--- src/rtl/button_bank_handler_if.sv ---
// Button bank signal bundle: raw button levels in, debounced levels and event pulses out.
interface button_bank_handler_if #(
  parameter int N_BTN = 2
);
  logic [N_BTN-1:0] button;
  logic [N_BTN-1:0] btn_level;
  logic [N_BTN-1:0] press_pulse;
  logic [N_BTN-1:0] release_pulse;
  logic [N_BTN-1:0] long_pulse;
  logic [N_BTN-1:0] repeat_pulse;
  logic             any_press;

  modport slave (
    input  button,
    output btn_level, press_pulse, release_pulse, long_pulse, repeat_pulse, any_press
  );
  modport master (
    output button,
    input  btn_level, press_pulse, release_pulse, long_pulse, repeat_pulse, any_press
  );
endinterface

--- src/rtl/button_bank_handler.sv ---
// N_BTN-channel pushbutton front end: sync, debounce, press/release/long pulses.
// Optional auto-repeat pulses are built only when BTN_AUTOREPEAT_EN is defined.
module button_bank_lane #(
  parameter int SYNC_STAGES     = 3,
  parameter int DEBOUNCE_CYCLES = 1000000,
  parameter int LONG_CYCLES     = 50000000,
  parameter int REPEAT_CYCLES   = 10000000
) (
  input  logic clk,
  input  logic rst,
  input  logic raw,
  output logic level_o,
  output logic press_o,
  output logic rel_o,
  output logic long_o,
  output logic rpt_o,
  output logic press_nxt_o
);
  localparam int DB_W   = $clog2(DEBOUNCE_CYCLES + 1);
  localparam int HOLD_W = $clog2(LONG_CYCLES + 1);

  if (SYNC_STAGES < 2 || DEBOUNCE_CYCLES < 1 || LONG_CYCLES < 1 || REPEAT_CYCLES < 1) begin : g_bad_cfg
    $error("button_bank_lane: illegal parameter value");
  end

  logic [SYNC_STAGES-1:0] sync_q, sync_d;
  logic [DB_W-1:0]        db_cnt_q, db_cnt_d;
  logic [HOLD_W-1:0]      hold_q, hold_d;
  logic level_q, level_d, lvl_dly_q, lvl_dly_d;
  logic press_q, press_d, rel_q, rel_d, long_q, long_d;

  always_comb begin
    sync_d    = {sync_q[SYNC_STAGES-2:0], raw};
    db_cnt_d  = db_cnt_q;
    level_d   = level_q;
    if (sync_q[SYNC_STAGES-1] == level_q) begin
      db_cnt_d = '0;
    end else if (db_cnt_q == DB_W'(DEBOUNCE_CYCLES - 1)) begin
      level_d  = ~level_q;
      db_cnt_d = '0;
    end else begin
      db_cnt_d = db_cnt_q + 1'b1;
    end
    lvl_dly_d = level_q;
    press_d   = level_q & ~lvl_dly_q;
    rel_d     = ~level_q & lvl_dly_q;
    // Hold counter saturates at LONG_CYCLES so long_pulse fires once per press.
    hold_d    = hold_q;
    if (!level_q || press_d) hold_d = '0;
    else if (hold_q != HOLD_W'(LONG_CYCLES)) hold_d = hold_q + 1'b1;
    long_d    = level_q & ~press_d & (hold_q == HOLD_W'(LONG_CYCLES - 1));
  end

  always_ff @(posedge clk) begin
    if (rst) begin
      sync_q    <= '0;
      db_cnt_q  <= '0;
      hold_q    <= '0;
      level_q   <= 1'b0;
      lvl_dly_q <= 1'b0;
      press_q   <= 1'b0;
      rel_q     <= 1'b0;
      long_q    <= 1'b0;
    end else begin
      sync_q    <= sync_d;
      db_cnt_q  <= db_cnt_d;
      hold_q    <= hold_d;
      level_q   <= level_d;
      lvl_dly_q <= lvl_dly_d;
      press_q   <= press_d;
      rel_q     <= rel_d;
      long_q    <= long_d;
    end
  end

`ifdef BTN_AUTOREPEAT_EN
  localparam int RPT_W = $clog2(REPEAT_CYCLES + 1);
  logic [RPT_W-1:0] rpt_cnt_q, rpt_cnt_d;
  logic rpt_act_q, rpt_act_d, rpt_q, rpt_d;

  always_comb begin
    rpt_cnt_d = rpt_cnt_q;
    rpt_act_d = rpt_act_q;
    rpt_d     = 1'b0;
    if (!level_q) begin
      rpt_cnt_d = '0;
      rpt_act_d = 1'b0;
    end else if (long_d) begin
      rpt_cnt_d = '0;
      rpt_act_d = 1'b1;
    end else if (rpt_act_q) begin
      if (rpt_cnt_q == RPT_W'(REPEAT_CYCLES - 1)) begin
        rpt_d     = 1'b1;
        rpt_cnt_d = '0;
      end else begin
        rpt_cnt_d = rpt_cnt_q + 1'b1;
      end
    end
  end

  always_ff @(posedge clk) begin
    if (rst) begin
      rpt_cnt_q <= '0;
      rpt_act_q <= 1'b0;
      rpt_q     <= 1'b0;
    end else begin
      rpt_cnt_q <= rpt_cnt_d;
      rpt_act_q <= rpt_act_d;
      rpt_q     <= rpt_d;
    end
  end

  assign rpt_o = rpt_q;
`else
  assign rpt_o = 1'b0;
`endif

  assign level_o     = level_q;
  assign press_o     = press_q;
  assign rel_o       = rel_q;
  assign long_o      = long_q;
  assign press_nxt_o = press_d;
endmodule

module button_bank_handler #(
  parameter int N_BTN           = 2,
  parameter int SYNC_STAGES     = 3,
  parameter int DEBOUNCE_CYCLES = 1000000,
  parameter int LONG_CYCLES     = 50000000,
  parameter int REPEAT_CYCLES   = 10000000
) (
  input logic                  clk_100,
  input logic                  s_rst,
  button_bank_handler_if.slave bus
);
  logic [N_BTN-1:0] lvl, prs, rel, lng, rpt, prs_nxt;
  logic any_press_q, any_press_d;

  for (genvar g = 0; g < N_BTN; g++) begin : g_lane
    button_bank_lane #(
      .SYNC_STAGES    (SYNC_STAGES),
      .DEBOUNCE_CYCLES(DEBOUNCE_CYCLES),
      .LONG_CYCLES    (LONG_CYCLES),
      .REPEAT_CYCLES  (REPEAT_CYCLES)
    ) u_lane (
      .clk        (clk_100),
      .rst        (s_rst),
      .raw        (bus.button[g]),
      .level_o    (lvl[g]),
      .press_o    (prs[g]),
      .rel_o      (rel[g]),
      .long_o     (lng[g]),
      .rpt_o      (rpt[g]),
      .press_nxt_o(prs_nxt[g])
    );
  end

  // Registered from the lanes' next-state press terms so it aligns with press_pulse.
  always_comb any_press_d = |prs_nxt;

  always_ff @(posedge clk_100) begin
    if (s_rst) any_press_q <= 1'b0;
    else       any_press_q <= any_press_d;
  end

  assign bus.btn_level     = lvl;
  assign bus.press_pulse   = prs;
  assign bus.release_pulse = rel;
  assign bus.long_pulse    = lng;
  assign bus.repeat_pulse  = rpt;
  assign bus.any_press     = any_press_q;
endmodule

--- src/flat_wrapper.sv ---
// flat-port wrapper written by rule: the top's interface ports become plain ports
module button_bank_handler_flat 
#(
  parameter int N_BTN           = 2,
  parameter int SYNC_STAGES     = 3,
  parameter int DEBOUNCE_CYCLES = 1000000,
  parameter int LONG_CYCLES     = 50000000,
  parameter int REPEAT_CYCLES   = 10000000
)
  (clk_100, s_rst, bus_button, bus_btn_level, bus_press_pulse, bus_release_pulse, bus_long_pulse, bus_repeat_pulse, bus_any_press);
  button_bank_handler_if #(.N_BTN(N_BTN)) bus_i ();
  input logic clk_100;
  input logic s_rst;
  input wire logic [$bits(bus_i.button)-1:0] bus_button;
  output wire logic [$bits(bus_i.btn_level)-1:0] bus_btn_level;
  output wire logic [$bits(bus_i.press_pulse)-1:0] bus_press_pulse;
  output wire logic [$bits(bus_i.release_pulse)-1:0] bus_release_pulse;
  output wire logic [$bits(bus_i.long_pulse)-1:0] bus_long_pulse;
  output wire logic [$bits(bus_i.repeat_pulse)-1:0] bus_repeat_pulse;
  output wire logic [$bits(bus_i.any_press)-1:0] bus_any_press;
  assign bus_i.button = bus_button;
  assign bus_btn_level = bus_i.btn_level;
  assign bus_press_pulse = bus_i.press_pulse;
  assign bus_release_pulse = bus_i.release_pulse;
  assign bus_long_pulse = bus_i.long_pulse;
  assign bus_repeat_pulse = bus_i.repeat_pulse;
  assign bus_any_press = bus_i.any_press;
  button_bank_handler #(.N_BTN(N_BTN), .SYNC_STAGES(SYNC_STAGES), .DEBOUNCE_CYCLES(DEBOUNCE_CYCLES), .LONG_CYCLES(LONG_CYCLES), .REPEAT_CYCLES(REPEAT_CYCLES)) u_core (.clk_100(clk_100), .s_rst(s_rst), .bus(bus_i));
endmodule
--- config.mk ---
export PLATFORM = sky130hd
export DESIGN_NAME = button_bank_handler_flat
export DESIGN_NICKNAME = d
export VERILOG_FILES = /design/src/rtl/button_bank_handler_if.sv /design/src/rtl/button_bank_handler.sv /design/src/flat_wrapper.sv
export SDC_FILE = /design/constraint.sdc
export NUM_CORES = 1
export LEC_CHECK = 0
export CAP_MARGIN = 30
export CORE_MARGIN = 8
export CORE_UTILIZATION = 59
export CTS_BUF_LIST = sky130_fd_sc_hd__clkbuf_8 sky130_fd_sc_hd__clkbuf_16
export CTS_CLUSTER_SIZE = 16
export DETAILED_ROUTE_END_ITERATION = 10
export PLACE_DENSITY = 0.75
export SLEW_MARGIN = 20
export SYNTH_ARGS = -nofsm -noshare
export SYNTH_HDL_FRONTEND = slang
export SYNTH_SLANG_ARGS = --single-unit
--- constraint.sdc ---
create_clock -name clk_100 -period 2.15 [get_ports clk_100]
set_input_delay 0.43 -clock clk_100 [delete_from_list [all_inputs] [get_ports clk_100]]
set_output_delay 0.43 -clock clk_100 [all_outputs]
set_load 0.01 [all_outputs]
==> impl.org, run 1 <==
** Outcome
- Status :: finished, final reports clean

** Timing
- Worst clock skew :: between 9 and 10 ps
- Minimum clock period :: around 2000 ps
- Final setup violation count :: 0
- Max Clock Freq :: ~0.50 GHz
- Hold Vio Cnt, Final :: 0
- In the final timing run, aggregate negative setup slack is 0 ps.
- Dividing the final minimum period by the clock period gives 92.6%.
- Final worst slack :: between 150 and 200 ps
- The number of max-slew violations in the final report is 0.
- Setup repair after global routing left no endpoint under its margin.

** Job
- Across the run, the number of max-cap violations was 0.

** Clock network
- Number of cells upsized or downsized after cts :: 0
- In this run the post-CTS setup repair buffer count came out at 0.
- Buffer depth of the longest clock path :: 2
- Root buffer cell :: sky130_fd_sc_hd__clkbuf_8
- Clock-pin slew on the worst setup and hold paths :: 110 ps
- Number of CTS-inserted buffers :: 9
- CTS built an H-tree with a depth of 3.
- Clock latency of the later-clocked register in the worst-skew pair :: around 360 ps
- Hold Buf Count CTS :: 0
- TritonCTS clock tree :: done
- Num Clock Sinks :: between 100 and 150

** GRT
- Entering global routing, the biggest net connects 21 pins.
- Antenna violations before repair :: 0
- Vias in the first global route :: 3833
- Across every metal layer, demand over resource in global routing totals 17.2%.
- Wire length of the first global-routing pass :: approximately 17000 µm
- Gr ovfl total :: 0

** Drt
- In this run, the number of DRC markers left after iteration 0 of detailed routing was 140.
- Using the TritonRoute via totals, the vias-per-cell ratio works out to 5.89.
- The detailed router placed 4136 vias in this run.
- Number of antenna-violating nets in the routed design :: 0
- Total DRC errors in the routed layout :: 0
- The routed design has 9630 µm of wire.
- Dividing the detail-routed wire length by the instance count gives between 10 and 15 µm.
- For this run, the detailed router's first-pass iteration total came to 5.

** Hold path
- The min-delay analysis places its worst path in the category reg -> reg.

** Place
- Count of input and output buffers :: 12
- Placement-stage worst setup slack :: 196 ps
- After legalization and detailed placement, the total HPWL measured 6760 µm.
- Placer congestion estimate :: approximately 0.85
- Area post-placement :: 5220 µm²

** Yosys
- Part of the Yosys area used for sequential elements :: 43.6%
- The Yosys step of the flow raised 0 warnings.
- Of all cell types, the one taking the most synthesized area is sky130_fd_sc_hd__dfxtp_1.
- In this run, synthesis inferred 0 flip-flops with an integrated enable.
- Number of register bits inferred by synthesis :: 109
- After synthesis, the cell types taking the most area are sky130_fd_sc_hd__dfxtp_1 44%, sky130_fd_sc_hd__xnor2_1 4.7%, sky130_fd_sc_hd__a21oi_1 3.9%.
- In this run the mean area of a mapped cell was 8.61 µm².
- Counting flops with an async set or reset pin after synthesis yields a share of 0%.
- Dominant register cell in the synthesized netlist :: sky130_fd_sc_hd__dfxtp_1
- Summed instance area of the synthesized netlist :: roughly 5000 µm²
- Number of distinct library cells after synthesis :: 45
- Post-Syn Instances :: 582
- The share of synthesized area in the top cell type comes to 43.6%.

** Floorplan
- Num rows :: 33
- Measured along the y axis, the die boundary spans 108 µm.
- Die X :: about 110 µm
- Initial standard-cell utilization of the core :: between 60 and 70%
- I/O pin count :: 15
- The core region is 8220 µm².
- Die ar. :: 11700 µm²

** Setup path
- The critical path in this run is classified as reg -> reg.
- The worst setup path is captured at a flop.
- Launching element type of the critical path :: flop
- For this design, the slowest cell found on the critical path is sky130_fd_sc_hd__or3_1.
- In this design, the stage delay of the slowest critical-path cell is 500 ps.
- Req. time, crit path :: roughly 2400 ps
- CP max FO :: 7
- Critical path cell sequence :: ha_1 -> nand2_1 -> or3_1 -> or4_1 -> a21oi_1
- Data arrives at the worst endpoint at 2280 ps.

** Finish
- Of the cells placed in the final design, the portion with a size suffix greater than 1 is 6.53%.
- Compared with the post-synthesis result, the final layout area differs by 8.29%.
- Count of inserted antenna diode cells :: 0
- Final non-filler cell area :: 5420 µm²
- Net count, final :: between 600 and 700
- Post-Route Utilization :: 66.0%

** Power
- Maximum VDD drop :: 0.507 mV
- The completed layout was analyzed and its total power is between 3 and 4 mW.
- For this design the static power due to leakage is between 1.5 and 2 nW.
- Power density relative to cell area :: 611 nW/µm²
## registers in the layout (all words and copies together) (netlist names)
| signal | cells |
|---|---|
| u_core.g_lane.u_lane.level_o | 2 |
| u_core.bus.any_press | 1 |
| u_core.g_lane.u_lane.long_o | 2 |
| u_core.g_lane.u_lane.lvl_dly_q | 2 |
| u_core.g_lane.u_lane.db_cnt_q | 40 |
| u_core.g_lane.u_lane.hold_q | 52 |
| u_core.g_lane.u_lane.rel_o | 2 |
| u_core.g_lane.u_lane.sync_q | 6 |
| u_core.g_lane.u_lane.press_o | 2 |
## routing by layer
| layer | share of wire [%] | up-vias | GRT usage (%) |
|---|---|---|---|
| li1 | - | 2109 | - |
| met1 | 48 | 1964 | 22.1 |
| met2 | 48 | 57 | 28.4 |
| met3 | 3.0 | 6 | 3.39 |
| met4 | 0.78 | 0 | 5.55 |
| met5 | 0 | - | 0 |
## placed cells by master, fill, tap and decap left out, types with 3 or more instances in the layout
cell / n
sky130_fd_sc_hd__and4_1: 10
sky130_fd_sc_hd__and3_1: 12
sky130_fd_sc_hd__and2_1: 6
sky130_fd_sc_hd__buf_4: 15
sky130_fd_sc_hd__nand3_1: 34
sky130_fd_sc_hd__inv_1: 21
sky130_fd_sc_hd__or3_1: 22
sky130_fd_sc_hd__a21oi_1: 39
sky130_fd_sc_hd__clkbuf_8: 9
sky130_fd_sc_hd__xor2_1: 17
sky130_fd_sc_hd__nor3b_1: 3
sky130_fd_sc_hd__clkdlybuf4s50_1: 12
sky130_fd_sc_hd__nor3_1: 14
sky130_fd_sc_hd__xnor2_1: 27
sky130_fd_sc_hd__dfxtp_1: 109
sky130_fd_sc_hd__o21ai_0: 19
sky130_fd_sc_hd__nor2b_1: 7
sky130_fd_sc_hd__nor4b_1: 4
sky130_fd_sc_hd__nor4_1: 14
sky130_fd_sc_hd__nor2_1: 52
sky130_fd_sc_hd__ha_1: 6
sky130_fd_sc_hd__o31ai_1: 19
sky130_fd_sc_hd__nand2b_1: 9
sky130_fd_sc_hd__nand4_1: 18
sky130_fd_sc_hd__nand2_1: 40
sky130_fd_sc_hd__mux2i_1: 4
sky130_fd_sc_hd__or4_1: 21
## synth_stat cells, drive strengths merged, types with 2 or more instances
master,number
o31ai,19
or2,2
mux2i,4
and2,6
nand2,40
o21ai,21
and3,12
nor4b,4
inv,21
or4b,3
nand2b,9
o311ai,2
a21oi,39
nor4,14
dfxtp,109
nand3b,2
nor2b,7
clkbuf,12
ha,6
nor3,14
nand4,19
or3,22
a31oi,2
and4,10
nor4bb,2
or4,21
nand3,36
buf,17
xnor2,27
xor2,17
o211ai,2
nor2,52
nor3b,3
## kinds of logic (layout without fill, tap and decap cells)
family / after synthesis / count (layout) / synth area share [%]
AO/OA/AOI/OAI: 88 / 88 / 10.3
XOR/XNOR: 44 / 44 / 7.69
adder cells (fa/ha/maj): 6 / 6 / 1.50
buffers and inverters: 50 / 64 / 4.72
flip-flops: 109 / 109 / 43.6
multiplexers: 4 / 4 / 0.799
other: 1 / 2 / 0.0749
AND/OR/NAND/NOR: 280 / 280 / 31.3
## through the flow
step / hold slack, ps / std cells
5_1_grt: 455 / 702
2_1_floorplan: 414 / 583
6_report: 446 / 702
3_3_place_gp: 415 / 686
4_1_cts: 448 / 702
3_5_place_dp: 426 / 686
## area by class of cell
cell class	count	area, µm²
Clock buffer	9	124
Clock inverter	7	81.3
Fill cell	707	2790
Inverter	21	78.8
Multi-Input combinational cell	424	2590
Sequential cell	109	2180
Tap cell	105	131
Timing Repair Buffer	27	233
## path summary, 6_finish.rpt
| path | start | end | slack [ps] | depth (start not counted) |
|---|---|---|---|---|
| min | u_core.g_lane[0].u_lane.sync_q[1] | u_core.g_lane[0].u_lane.sync_q[2] | 450 | 1 |
| max reg2reg | u_core.g_lane[1].u_lane.db_cnt_q[0] | u_core.g_lane[1].u_lane.db_cnt_q[18] | 160 | 5 |
| min reg2reg | u_core.g_lane[0].u_lane.sync_q[1] | u_core.g_lane[0].u_lane.sync_q[2] | 450 | 1 |
| max | u_core.g_lane[1].u_lane.db_cnt_q[0] | u_core.g_lane[1].u_lane.db_cnt_q[18] | 160 | 5 |
## where the power goes
part | switching, mW | internal, mW | leakage (nW)
clock | 0.708 | 0.557 | 0.0997
sequential | 0.00198 | 2.02 | 0.879
combinational | 0.0114 | 0.0109 | 0.615
total | 0.721 | 2.59 | 1.59
## worst max-delay path, delay by kind of cell, from the launching register on
| kind | cells | cell delay [ps] |
|---|---|---|
| AO/OA/AOI/OAI | 1 | 160 |
| adder cells (fa/ha/maj) | 1 | 230 |
| flip-flops | 1 | 390 |
| AND/OR/NAND/NOR | 3 | 1140 |
No activity file was read; power rests on OpenSTA's default activity.
==> inputs of run 2 (changes only) <==
Settings changed: CORE_MARGIN 8 to default, SLEW_MARGIN 20 to default.
==> run 2 against run 1 <==
Clock power grew 9.5%. Maximum frequency increased by 2.2%. Cell area rose by 0.35%. Critical path type unchanged. Highest routed layer unchanged.
==> impl.org, run 2 (synthesis results as in run 1) <==
** Timing
- Final setup violation count :: 0 (unchanged)
- Total count of max-transition violations in the final report :: 0 (unchanged)
- Minimum clock period :: 1950 ps (-42.8 ps)
- The number of failing hold endpoints at the final stage is 0 (unchanged).
- The part of the cycle the worst path needs came to 90.6% (-2.0 points).
- The total negative slack for setup checks is 0 ps (unchanged).
- RSZ-0062 raised after global routing :: no
- The highest achievable clock rate was 0.513 GHz (+2.2%).
- The worst clock skew came to 8.22 ps (-0.805 ps).

** Outcome
- Status :: finished, final reports clean

** Clock network
- Num Clock Sinks :: 109 (unchanged)
- The level count of the clock H-tree was 3 (unchanged).
- Clock latency of the later-clocked register in the worst-skew pair :: 370 ps (about the same)
- The register clock-pin slew on the reported worst setup and hold paths is 110 ps (about the same).
- Buffer depth of the longest clock path :: 2 (unchanged)
- Setup Buffers After CTS :: 0 (unchanged)
- The number of buffers inserted during clock tree synthesis was 9 (unchanged).
- TritonCTS built the clock tree.
- Hold Buf Count CTS :: 0 (unchanged)
- Root buffer cell :: sky130_fd_sc_hd__clkbuf_8
- The post-cts resize count came to 0 (unchanged).

** Floorplan
- Initial standard-cell utilization of the core :: 61.0% (unchanged)
- Core area :: 8220 µm² (unchanged)
- Die ar. :: 8860 µm² (-24%)
- The count of standard-cell rows was 33 (unchanged).
- The die height was 94.1 µm (-13%).
- Die X :: 94.1 µm (-13%)
- I/O pin count :: 15 (unchanged)

** Drt
- The detail-routed net length per standard cell is 13.7 µm (-0.18%).
- The violation count after the first detailed-route iteration came to 172 (+23%).
- The post-route antenna net violation count was 0 (unchanged).
- Total DRC errors in the routed layout :: 0 (unchanged)
- The number of optimization iterations in the first detailed-route pass was 5 (unchanged).
- Routed WL :: 9600 µm (-0.32%)
- The detail-routed via count per cell was 5.84 (-0.87%).
- Via count of the routed design :: 4094 (-1.0%)

** Setup path
- Launching element type of the critical path :: flop
- Req. time, crit path :: 2420 ps (-20 ps)
- Crit path capture type :: flop
- Arrival time at the worst endpoint :: 2220 ps (-60 ps)
- The worst setup path is of the reg -> reg kind.
- CP max FO :: 20 (+13)

** Job
- The number of max-capacitance violations reported was 0 (unchanged).

** GRT
- Vias in the first global route :: 3734 (-2.6%)
- The aggregate global-route resource usage was 23.1% (+5.8 points).
- Antenna violations before repair :: 0 (unchanged)
- The largest net degree at the start of global routing is 25 (+19%).
- The total global routing overflow is 0 (unchanged).
- The wire length of the first global-routing pass was 16400 µm (-3.1%).

** Finish
- Largest registers in the final layout :: u_core.g_lane.u_lane.hold_q x52, u_core.g_lane.u_lane.db_cnt_q x40, u_core.g_lane.u_lane.sync_q x6
- Relative to the synthesized area, the layout overhead comes to 8.67%.
- The number of flip-flops under the largest register name is 52 (unchanged).
- The count of fill cells added during filler insertion came to 716 (+1.3%).
- Net count, final :: 601 (-0.17%)
- The proportion of layout cells with a drive suffix above 1 was 6.38% (-0.16 points).
- Register with the most flip-flops :: u_core.g_lane.u_lane.hold_q
- The number of antenna cells inserted came to 0 (unchanged).
- The library cell used most frequently in the layout, excluding fill and tap cells, is sky130_fd_sc_hd__dfxtp_1.
- The utilization after layout came to 66.2% (+0.23 points).
- Leaving out fill and tap cells, the most frequent cells in the layout are 109 x sky130_fd_sc_hd__dfxtp_1, 52 x sky130_fd_sc_hd__nor2_1, 40 x sky130_fd_sc_hd__nand2_1.

** Place
- The half-perimeter wire length after placement is 6630 µm (-1.9%).
- Placer congestion estimate :: 0.818 (-4.2%)
- Count of input and output buffers :: 12 (unchanged)

** Power
- Maximum VDD drop :: 0.437 mV (-14%)
- Leakage power total :: 1.61 nW (+0.91%)
- The power density over the cells came to 630 nW/µm² (+3.2%).
- Post-layout power :: 3.43 mW (+3.6%)

** Hold path
- The path class of the tightest hold or removal check is reg -> reg.
-- run 2: changes by cell type in the layout (fill, tap and decap cells not counted) --
| cell | previous run | this run |
|---|---|---|
| sky130_fd_sc_hd__inv_8 | 2 | 0 |
| sky130_fd_sc_hd__buf_4 | 15 | 14 |
| sky130_fd_sc_hd__clkinvlp_4 | 2 | 0 |
| sky130_fd_sc_hd__clkinv_4 | 0 | 1 |
| sky130_fd_sc_hd__clkinv_8 | 0 | 1 |
| sky130_fd_sc_hd__inv_6 | 1 | 2 |
| sky130_fd_sc_hd__bufinv_16 | 1 | 2 |
-- run 2: final timing paths --
check                                 startpoint                                   to  slack [ps]  depth (start not counted)
max          u_core.g_lane[0].u_lane.db_cnt_q[7]  u_core.g_lane[0].u_lane.db_cnt_q[7]         200                          5
min            u_core.g_lane[0].u_lane.sync_q[0]    u_core.g_lane[0].u_lane.sync_q[1]         450                          1
max reg2reg  u_core.g_lane[0].u_lane.db_cnt_q[7]  u_core.g_lane[0].u_lane.db_cnt_q[7]         200                          5
min reg2reg    u_core.g_lane[0].u_lane.sync_q[0]    u_core.g_lane[0].u_lane.sync_q[1]         450                          1
-- run 2: stage by stage --
stage	setup slack (ps)	instances	instance area, µm²	hold WS (ps)
floorplan	336	583	5010	414
global placement	252	685	5210	415
detailed placement	214	685	5210	428
CTS	201	701	5440	454
global route	69.5	701	5440	458
finish	202	701	5440	450
-- run 2: worst max-delay path, cell delays in order, from the launching register on --
cell	delay, ps
sky130_fd_sc_hd__dfxtp_1	370
sky130_fd_sc_hd__or4b_1	500
sky130_fd_sc_hd__or4_1	510
sky130_fd_sc_hd__o21ai_1	140
sky130_fd_sc_hd__buf_4	250
sky130_fd_sc_hd__nor2_1	80
-- run 2: layout make-up --
type	instances	area, µm²	share of cell area (%)
multi-input combinational	424	2590	47.7
sequential	109	2180	40.1
timing repair buffer	26	225	4.14
tap	105	131	2.41
clock buffer	9	124	2.28
clock inverter	7	108	1.98
inverter	21	78.8	1.45
-- run 2: power breakdown --
part	internal (mW)	total (mW)	switching, mW
Sequential	2.02	2.02	0.00187
Combinational	0.0110	0.0223	0.0113
Clock	0.674	1.38	0.710
Total	2.71	3.43	0.723
-- run 2: layer usage --
metal / GRT usage [%] / wire length [µm] / share of wire, %
met5: 0 / 0 / 0
met4: 6.79 / 80 / 0.83
met3: 5.02 / 271 / 2.8
met2: 38.7 / 4640 / 48
met1: 29.6 / 4610 / 48
